===== src/rtl/regfile_pkg.sv =====
// Shared types and default widths for the register-file command driver.
// Contents: command opcodes, driver FSM states, default data/index widths.
package regfile_pkg;

  localparam int unsigned REGFILE_DATA_WIDTH  = 16;
  localparam int unsigned REGFILE_INDEX_WIDTH = 2;

  typedef enum logic [1:0] {
    OP_READ  = 2'd0,
    OP_WRITE = 2'd1,
    OP_COPY  = 2'd2,
    OP_ADDI  = 2'd3
  } regfile_op_t;

  typedef enum logic [1:0] {
    IDLE = 2'd0,
    RD   = 2'd1,
    WR   = 2'd2,
    RESP = 2'd3
  } driver_state_t;

endpackage


===== src/rtl/regfile_driver.sv =====
// regfile_driver: command-driven initiator for register_file.
// Takes one command at a time (valid/ready), sequences the register file's
// read port A and write port, and returns one response (valid/ready).
//
// Ports:
//   clk, reset           clock, synchronous active-high reset
//   cmd_valid/cmd_ready  command handshake
//   cmd_op/dst/src/imm   command fields (READ, WRITE, COPY, ADDI)
//   rsp_valid/rsp_ready  response handshake
//   rsp_data             read value or value written
//   rf_read_index_a      to register_file read_index_a
//   rf_read_data_a       from register_file read_data_a (combinational)
//   rf_write_index/data/enable  to register_file write port
//   rsp_zero, rsp_carry  only when REGFILE_DRIVER_FLAGS_EN is defined
//
// Build option: `define REGFILE_DRIVER_FLAGS_EN adds rsp_zero / rsp_carry.
module regfile_driver
  import regfile_pkg::*;
#(
  parameter int unsigned DATA_WIDTH  = REGFILE_DATA_WIDTH,
  parameter int unsigned INDEX_WIDTH = REGFILE_INDEX_WIDTH
) (
  input  logic                   clk,
  input  logic                   reset,
  input  logic                   cmd_valid,
  output logic                   cmd_ready,
  input  logic [1:0]             cmd_op,
  input  logic [INDEX_WIDTH-1:0] cmd_dst,
  input  logic [INDEX_WIDTH-1:0] cmd_src,
  input  logic [DATA_WIDTH-1:0]  cmd_imm,
  output logic                   rsp_valid,
  input  logic                   rsp_ready,
  output logic [DATA_WIDTH-1:0]  rsp_data,
  output logic [INDEX_WIDTH-1:0] rf_read_index_a,
  input  logic [DATA_WIDTH-1:0]  rf_read_data_a,
  output logic [INDEX_WIDTH-1:0] rf_write_index,
  output logic [DATA_WIDTH-1:0]  rf_write_data,
  output logic                   rf_write_enable
`ifdef REGFILE_DRIVER_FLAGS_EN
  ,
  output logic                   rsp_zero,
  output logic                   rsp_carry
`endif
);

  localparam int unsigned SUM_W = DATA_WIDTH + 1;

  driver_state_t          state_q, state_d;
  regfile_op_t            op_q, op_d;
  logic [INDEX_WIDTH-1:0] dst_q, dst_d;
  logic [INDEX_WIDTH-1:0] rd_idx_q, rd_idx_d;
  logic [INDEX_WIDTH-1:0] wr_idx_q, wr_idx_d;
  logic [DATA_WIDTH-1:0]  imm_q, imm_d;
  logic [DATA_WIDTH-1:0]  wr_data_q, wr_data_d;
  logic [DATA_WIDTH-1:0]  rsp_data_q, rsp_data_d;
  logic                   cmd_ready_q, rsp_valid_q, wr_en_q;
  logic [DATA_WIDTH-1:0]  alu_sum_c;

  // ALU for ADDI: wrapping add of read data and latched immediate
`ifdef REGFILE_DRIVER_FLAGS_EN
  logic alu_carry_c;
  logic carry_q, carry_d;
  logic rsp_zero_q, rsp_zero_d;
  logic rsp_carry_q, rsp_carry_d;
  assign {alu_carry_c, alu_sum_c} = SUM_W'(rf_read_data_a) + SUM_W'(imm_q);
`else
  assign alu_sum_c = rf_read_data_a + imm_q;
`endif

  // Next-state and datapath updates
  always_comb begin
    state_d    = state_q;
    op_d       = op_q;
    dst_d      = dst_q;
    imm_d      = imm_q;
    rd_idx_d   = rd_idx_q;
    wr_idx_d   = wr_idx_q;
    wr_data_d  = wr_data_q;
    rsp_data_d = rsp_data_q;
`ifdef REGFILE_DRIVER_FLAGS_EN
    carry_d     = carry_q;
    rsp_zero_d  = rsp_zero_q;
    rsp_carry_d = rsp_carry_q;
`endif
    case (state_q)
      IDLE: begin
        if (cmd_valid) begin
          op_d  = regfile_op_t'(cmd_op);
          dst_d = cmd_dst;
          imm_d = cmd_imm;
`ifdef REGFILE_DRIVER_FLAGS_EN
          carry_d = 1'b0;
`endif
          if (regfile_op_t'(cmd_op) == OP_WRITE) begin
            state_d   = WR;
            wr_idx_d  = cmd_dst;
            wr_data_d = cmd_imm;
          end else begin
            state_d  = RD;
            rd_idx_d = cmd_src;
          end
        end
      end
      RD: begin
        // Read data is captured here, so src==dst sees the pre-write value
        if (op_q == OP_READ) begin
          state_d    = RESP;
          rsp_data_d = rf_read_data_a;
`ifdef REGFILE_DRIVER_FLAGS_EN
          rsp_zero_d  = (rf_read_data_a == '0);
          rsp_carry_d = 1'b0;
`endif
        end else begin
          state_d   = WR;
          wr_idx_d  = dst_q;
          wr_data_d = (op_q == OP_ADDI) ? alu_sum_c : rf_read_data_a;
`ifdef REGFILE_DRIVER_FLAGS_EN
          carry_d = (op_q == OP_ADDI) ? alu_carry_c : 1'b0;
`endif
        end
      end
      WR: begin
        state_d    = RESP;
        rsp_data_d = wr_data_q;
`ifdef REGFILE_DRIVER_FLAGS_EN
        rsp_zero_d  = (wr_data_q == '0);
        rsp_carry_d = carry_q;
`endif
      end
      RESP: begin
        if (rsp_ready) state_d = IDLE;
      end
      default: state_d = IDLE;
    endcase
  end

  // State and registered outputs; handshake/enable outputs follow the next state
  always_ff @(posedge clk) begin
    if (reset) begin
      state_q     <= IDLE;
      op_q        <= OP_READ;
      dst_q       <= '0;
      imm_q       <= '0;
      rd_idx_q    <= '0;
      wr_idx_q    <= '0;
      wr_data_q   <= '0;
      rsp_data_q  <= '0;
      cmd_ready_q <= 1'b1;
      rsp_valid_q <= 1'b0;
      wr_en_q     <= 1'b0;
`ifdef REGFILE_DRIVER_FLAGS_EN
      carry_q     <= 1'b0;
      rsp_zero_q  <= 1'b0;
      rsp_carry_q <= 1'b0;
`endif
    end else begin
      state_q     <= state_d;
      op_q        <= op_d;
      dst_q       <= dst_d;
      imm_q       <= imm_d;
      rd_idx_q    <= rd_idx_d;
      wr_idx_q    <= wr_idx_d;
      wr_data_q   <= wr_data_d;
      rsp_data_q  <= rsp_data_d;
      cmd_ready_q <= (state_d == IDLE);
      rsp_valid_q <= (state_d == RESP);
      wr_en_q     <= (state_d == WR);
`ifdef REGFILE_DRIVER_FLAGS_EN
      carry_q     <= carry_d;
      rsp_zero_q  <= rsp_zero_d;
      rsp_carry_q <= rsp_carry_d;
`endif
    end
  end

  assign cmd_ready       = cmd_ready_q;
  assign rsp_valid       = rsp_valid_q;
  assign rsp_data        = rsp_data_q;
  assign rf_read_index_a = rd_idx_q;
  assign rf_write_index  = wr_idx_q;
  assign rf_write_data   = wr_data_q;
  assign rf_write_enable = wr_en_q;
`ifdef REGFILE_DRIVER_FLAGS_EN
  assign rsp_zero  = rsp_zero_q;
  assign rsp_carry = rsp_carry_q;
`endif

endmodule


===== config.mk =====
export PLATFORM = sky130hd
export DESIGN_NAME = regfile_driver
export DESIGN_NICKNAME = d
export VERILOG_FILES = /design/src/rtl/regfile_pkg.sv /design/src/rtl/regfile_driver.sv
export SDC_FILE = /design/constraint.sdc
export NUM_CORES = 1
export LEC_CHECK = 0
export BUFFER_PORTS_ARGS = -buffer_cell sky130_fd_sc_hd__clkbuf_2
export CAP_MARGIN = 20
export CORE_MARGIN = 5
export CORE_UTILIZATION = 58
export DETAILED_ROUTE_END_ITERATION = 6
export GPL_ROUTABILITY_DRIVEN = 1
export PLACE_DENSITY = 0.95
export SLEW_MARGIN = 0
export SYNTH_ARGS = -nofsm -noshare
export SYNTH_HDL_FRONTEND = slang
export SYNTH_SLANG_ARGS = --single-unit
export TNS_END_PERCENT = 1

===== constraint.sdc =====
create_clock -name clk -period 5.92 [get_ports clk]
set_input_delay 0.296 -clock clk [delete_from_list [all_inputs] [get_ports clk]]
set_output_delay 0.296 -clock clk [all_outputs]
set_load 0.01 [all_outputs]

### After elaboration in Yosys (flattened, before gate mapping)

Index checks and enable logic that the tools add are counted.

* $add $sub $neg: 1
* equal/unequal tests: 11
* multiplexer cells: 16
* bitwise operators: 1
* reductions and logical operators: 9

Operator list (number)
* $mux 16: 5
* $pmux 16 s2: 2
* $add 16x16->16: 1
* $mux 2: 6
* $eq 2x2->1 const B: 5
* $ne 2x2->1 const B: 4
* $pmux 2 s4: 1
* $logic_not 2->1: 3
* $eq 2x1->1 const B: 2
* $pmux 2 s2: 1
* $reduce_and 2->1: 2
* $reduce_and 4->1: 1
* $reduce_bool 2->1: 2
* $reduce_and 3->1: 1
* $mux 1: 1
* $not 1->1: 1

* bits in registers: 61
* input port bits: 42
* output and inout bits: 39

### Depth between registers and ports, before layout

* depth in word-level cells: 5
* depth in mapped cells: 9

### Least setup slack after synthesis

Ideal clock, no wire load.

* kind: input to register
* start point: input port rf_read_data_a[4]
* end point: register wr_data_q[15] (netlist: rf_write_data[15])
* library setup time: 0.122 ns
* arrival: 1.835 ns
* required time: 5.798 ns
* path slack: 3.964 ns
* stages on the path: 7
* path buffers: 0
* path through: ha_1 > a21o_1 > a31oi_1 > a211oi_1 > or2_2 > a41o_1 > o311a_1

* longest elaborated chain between the ends: 4

RTL lines
* from (decl): line regfile_driver.sv:35 `input logic [DATA_WIDTH-1:0] rf_read_data_a,`
* $add 16x16->16: line regfile_driver.sv:67 `assign alu_sum_c = rf_read_data_a + imm_q;`
* $mux 16: line regfile_driver.sv:116 `wr_data_d = (op_q == OP_ADDI) ? alu_sum_c : rf_read_data_a;`
* $mux 16: line regfile_driver.sv:106 `if (op_q == OP_READ) begin`
* $pmux 16 s2: line regfile_driver.sv:85 `case (state_q)`
* to (signal assigned): line regfile_driver.sv:163 `wr_data_q <= wr_data_d;`
* to (decl): line regfile_driver.sv:54 `logic [DATA_WIDTH-1:0] wr_data_q, wr_data_d;`

No other way between the ends. The select of a mux whose other input is x is not followed.
A chain may end at the register's enable or synchronous reset.

### Worst setup path after layout

* start point: register state_q[0]
* end point: register wr_data_q[14] (netlist: rf_write_data[14])

* longest elaborated chain between the ends: 3
* elaborated cells between the ends (all ways): 8
* those cells by class: 4 x eq/ne; 1 x mux; 3 x reduce/logical

RTL lines
* from (decl): line regfile_driver.sv:48 `driver_state_t state_q, state_d;`
* from (signal assigned): line regfile_driver.sv:157 `state_q <= state_d;`
* $eq 2x1->1 / $logic_not 2->1 (equally long branches): line regfile_driver.sv:85
* $ne 2x2->1 (no line) / $reduce_bool 2->1 (equally long branches)
* $reduce_and 4->1 (no line)

Several ways; a longest one is shown, not always the timed one.

==> results by group <==
Run status
  • Status: finished clean

Cells and area
  • Nets: 544
  • Layout cells sized above 1: between 20% and 30%
  • Final cell count without fillers: approximately 560
  • Fillers: 428
  • Ant diodes: 0
  • Multi-input gate area: 0.00202 sq mm
  • Core Util, Final: 71.5%
  • Layout area overhead: 18.0%
  • Cell area after layout: 0.00398 sq mm
  • Reg area: 0.00122 sq mm

STA
  • Slew @ Worst Pin: 1.18 ns
  • Clock Skews: approximately 0.0095 ns
  • Min cycle time layout: 3.07 ns
  • Setup TNS Final: 0 ns
  • Slew Viols, Final: 0
  • Final Hold Viols: 0
  • Setup Viol. Count Final: 0
  • Tcrit/Tclk final: 51.8%
  • Max_slew headroom: 21.5%
  • Unrepaired setup endpoints after global routing: false
  • Fmax: ~330 MHz

Min path
  • Hold WC Path Type: primary input to register

Floorplanning
  • Row count: 27
  • Initial Util: between 60% and 70%
  • Die area: 0.00745 sq mm
  • Die H: 86.3 microns
  • Core area: 0.00557 sq mm
  • Chip width: 86.3 microns
  • # IOs: a little over 80

Critical path
  • Crit Path Max Fanout: 17
  • Crit path DAT: about 3.3 ns
  • Worst setup path category: register to register
  • Crit-path max cell delay: 0.95 ns
  • CP top delay family: simple AND/OR/NAND/NOR gates
  • CP required: roughly 6.2 ns
  • CP endpoint kind: register
  • Slowest-stage cell, CP: nand2b_1
  • Number of buffers and inverters on the critical path: 0
  • Worst path cell trace: nand2b_1 > o31ai_4 > a311oi_2 > and2_0 > nand2_1 > o31ai_1
  • Setup crit start kind: register

Place
  • Placed cell count: 546
  • DPL Wire Length: 6.71 mm
  • Routability Congestion: about 0.94
  • DP Area: 0.00378 sq mm
  • Port bufs: 80

Clock network
  • Clk Latency, worst-skew pair: 0.35 ns
  • CTS tree: done
  • Hold_buf cts: 0
  • Setup Fix Bufs, Post-CTS: 0
  • H-tree depth: 3
  • Total CTS buffers: 9
  • Clock edge transition at the registers on the reported setup and hold paths: about 0.07 ns
  • Longest Clk Path Bufs: 2
  • # resized after CTS: 0
  • Root Buffer Master: clkbuf_8
  • Clk sinks: 61

Synthesis
  • Share of the synthesized area in the top cell type: a little over a third
  • Post-Synthesis Cells: approximately 420
  • Count of cell types in the netlist: 59
  • Synth top area cells: dfxtp_1 36%, nand2_1 8.8%, a21oi_1 6.5%, ha_1 5.6%, mux2i_1 4.7%
  • Synth Register Bits: 61
  • Seq/Total Area, Yosys: 36.2%
  • Synth Cell Area: 0.00338 sq mm
  • Yosys top cell by area: dfxtp_1
  • Syn nets: 477
  • Ys flop type: dfxtp_1
  • Post-synth EDFFs: 0
  • Syn Area/Cell: 8.06 sq um
  • Yosys Warn Count: 0
  • Async set-or-reset flop fraction in the synthesized netlist: 0%

Route
  • First-iteration detailed-routing DRC count: 454
  • DRC: 0
  • Vias per std cell: 6.31
  • WL/cell: 17.4 microns
  • First-pass detailed-route iteration total: 5
  • Vias after detailed routing: 3552
  • Post-route ant nets: 0
  • Post-Route WL: 9.79 mm

Power and ir drop
  • PwrDens: 303 mW/mm^2
  • Peak VDD IR: ~0.19 mV
  • Lkg Pwr: 1.76 nW

Global route
  • GRT Residual Overflow: 0
  • Gr usage total: 26.4%
  • Largest net degree at the start of global routing: 57
  • Global-route wire length before repair: 15.7 mm
  • Number of global-route vias before repair: 3359
  • Initial antenna violation count: 0

Flow run
  • MaxCap Viol Count: 0
## sequential cells by signal, summed over array words and instances (netlist names)
register,flops
cmd_ready,1
state_q,2
op_q,2
rf_write_enable,1
dst_q,2
imm_q,16
rf_write_index,2
rsp_valid,1
rsp_data,16
rf_read_index_a,2
rf_write_data,16
## final cells by class
cell class / instances / area share [%]
Inverter: 8 / 0.754
Timing Repair Buffer: 83 / 10.8
Multi-Input combinational cell: 323 / 50.7
Tap cell: 72 / 2.26
Clock inverter: 4 / 1.19
Sequential cell: 61 / 30.7
Clock buffer: 12 / 3.64
## worst paths after layout
kind,start,endpoint,slack (ns),depth (start not counted)
min reg2reg,imm_q[3]$_SDFFE_PP0P_,imm_q[3]$_SDFFE_PP0P_,0.47,2
max reg2reg,state_q[0]$_SDFF_PP0_,rf_write_data[14]$_SDFFE_PP0P_,2.85,6
max,state_q[0]$_SDFF_PP0_,rf_write_data[14]$_SDFFE_PP0P_,2.85,6
min,cmd_src[1],rf_read_index_a[1]$_SDFFE_PP0P_,0.18,3
## worst register-to-register path: stages, from the launching register on
cell and delay, ns:
dfxtp_1 0.50, nand2b_1 0.95, o31ai_4 0.30, a311oi_2 0.35
and2_0 0.36, nand2_1 0.18, o31ai_1 0.35
## cells in the mapped netlist (7+ instances only)
cell	instances
a211oi_1	18
a21o_1	9
a21oi_1	44
clkbuf_1	21
dfxtp_1	61
ha_1	15
inv_1	8
mux2i_1	16
nand2_1	79
nand3_1	9
nor2_1	34
o211ai_1	7
o21ai_0	9
## metrics by stage
step	setup slack, ns	hold WS [ns]	power [mW]
6_report	2.85	0.182	1.21
3_3_place_gp	2.91	0.441	0.819
4_1_cts	2.60	0.173	1.20
2_1_floorplan	3.96	0.432	0.724
3_5_place_dp	2.64	0.455	0.831
5_1_grt	2.72	0.184	1.27
## logic make-up after synthesis
group,synth area share (%)
AND/OR/NAND/NOR,20.9
AO/OA/AOI/OAI,24.9
flip-flops,36.2
buffers and inverters,4.30
adder cells (fa/ha/maj),6.45
multiplexers,4.74
XOR/XNOR,2.59
## routing by layer
layer / global-route usage [%] / part of all wire, % / vias to the layer above
met4: 12.9 / 3.2 / 0
met2: 41.4 / 46 / 238
li1: - / - / 1655
met5: 0 / 0 / -
met1: 34.6 / 41 / 1621
met3: 5.42 / 11 / 38
## where the power goes
| group | internal, mW | leakage (nW) | switching (mW) |
|---|---|---|---|
| registers | 0.461 | 0.500 | 0.0370 |
| logic | 0.133 | 1.17 | 0.208 |
| clock network | 0.205 | 0.0964 | 0.166 |
| total | 0.798 | 1.76 | 0.410 |
## cell usage in the layout, fill, tap and decap left out, types with 6 or more instances in the layout
master    instances
a21oi_1          44
inv_1             8
nand2_1          79
a311oi_1          6
mux2i_1          16
nor2_1           34
nand3_1           9
a211oi_1         18
dfxtp_1          61
ha_1             15
clkbuf_2         80
clkbuf_8         10
o211ai_1          7
a21o_1            9
xnor2_1           6
a31oi_1           6
o21ai_0           9
(Power assumes the default switching activity.)
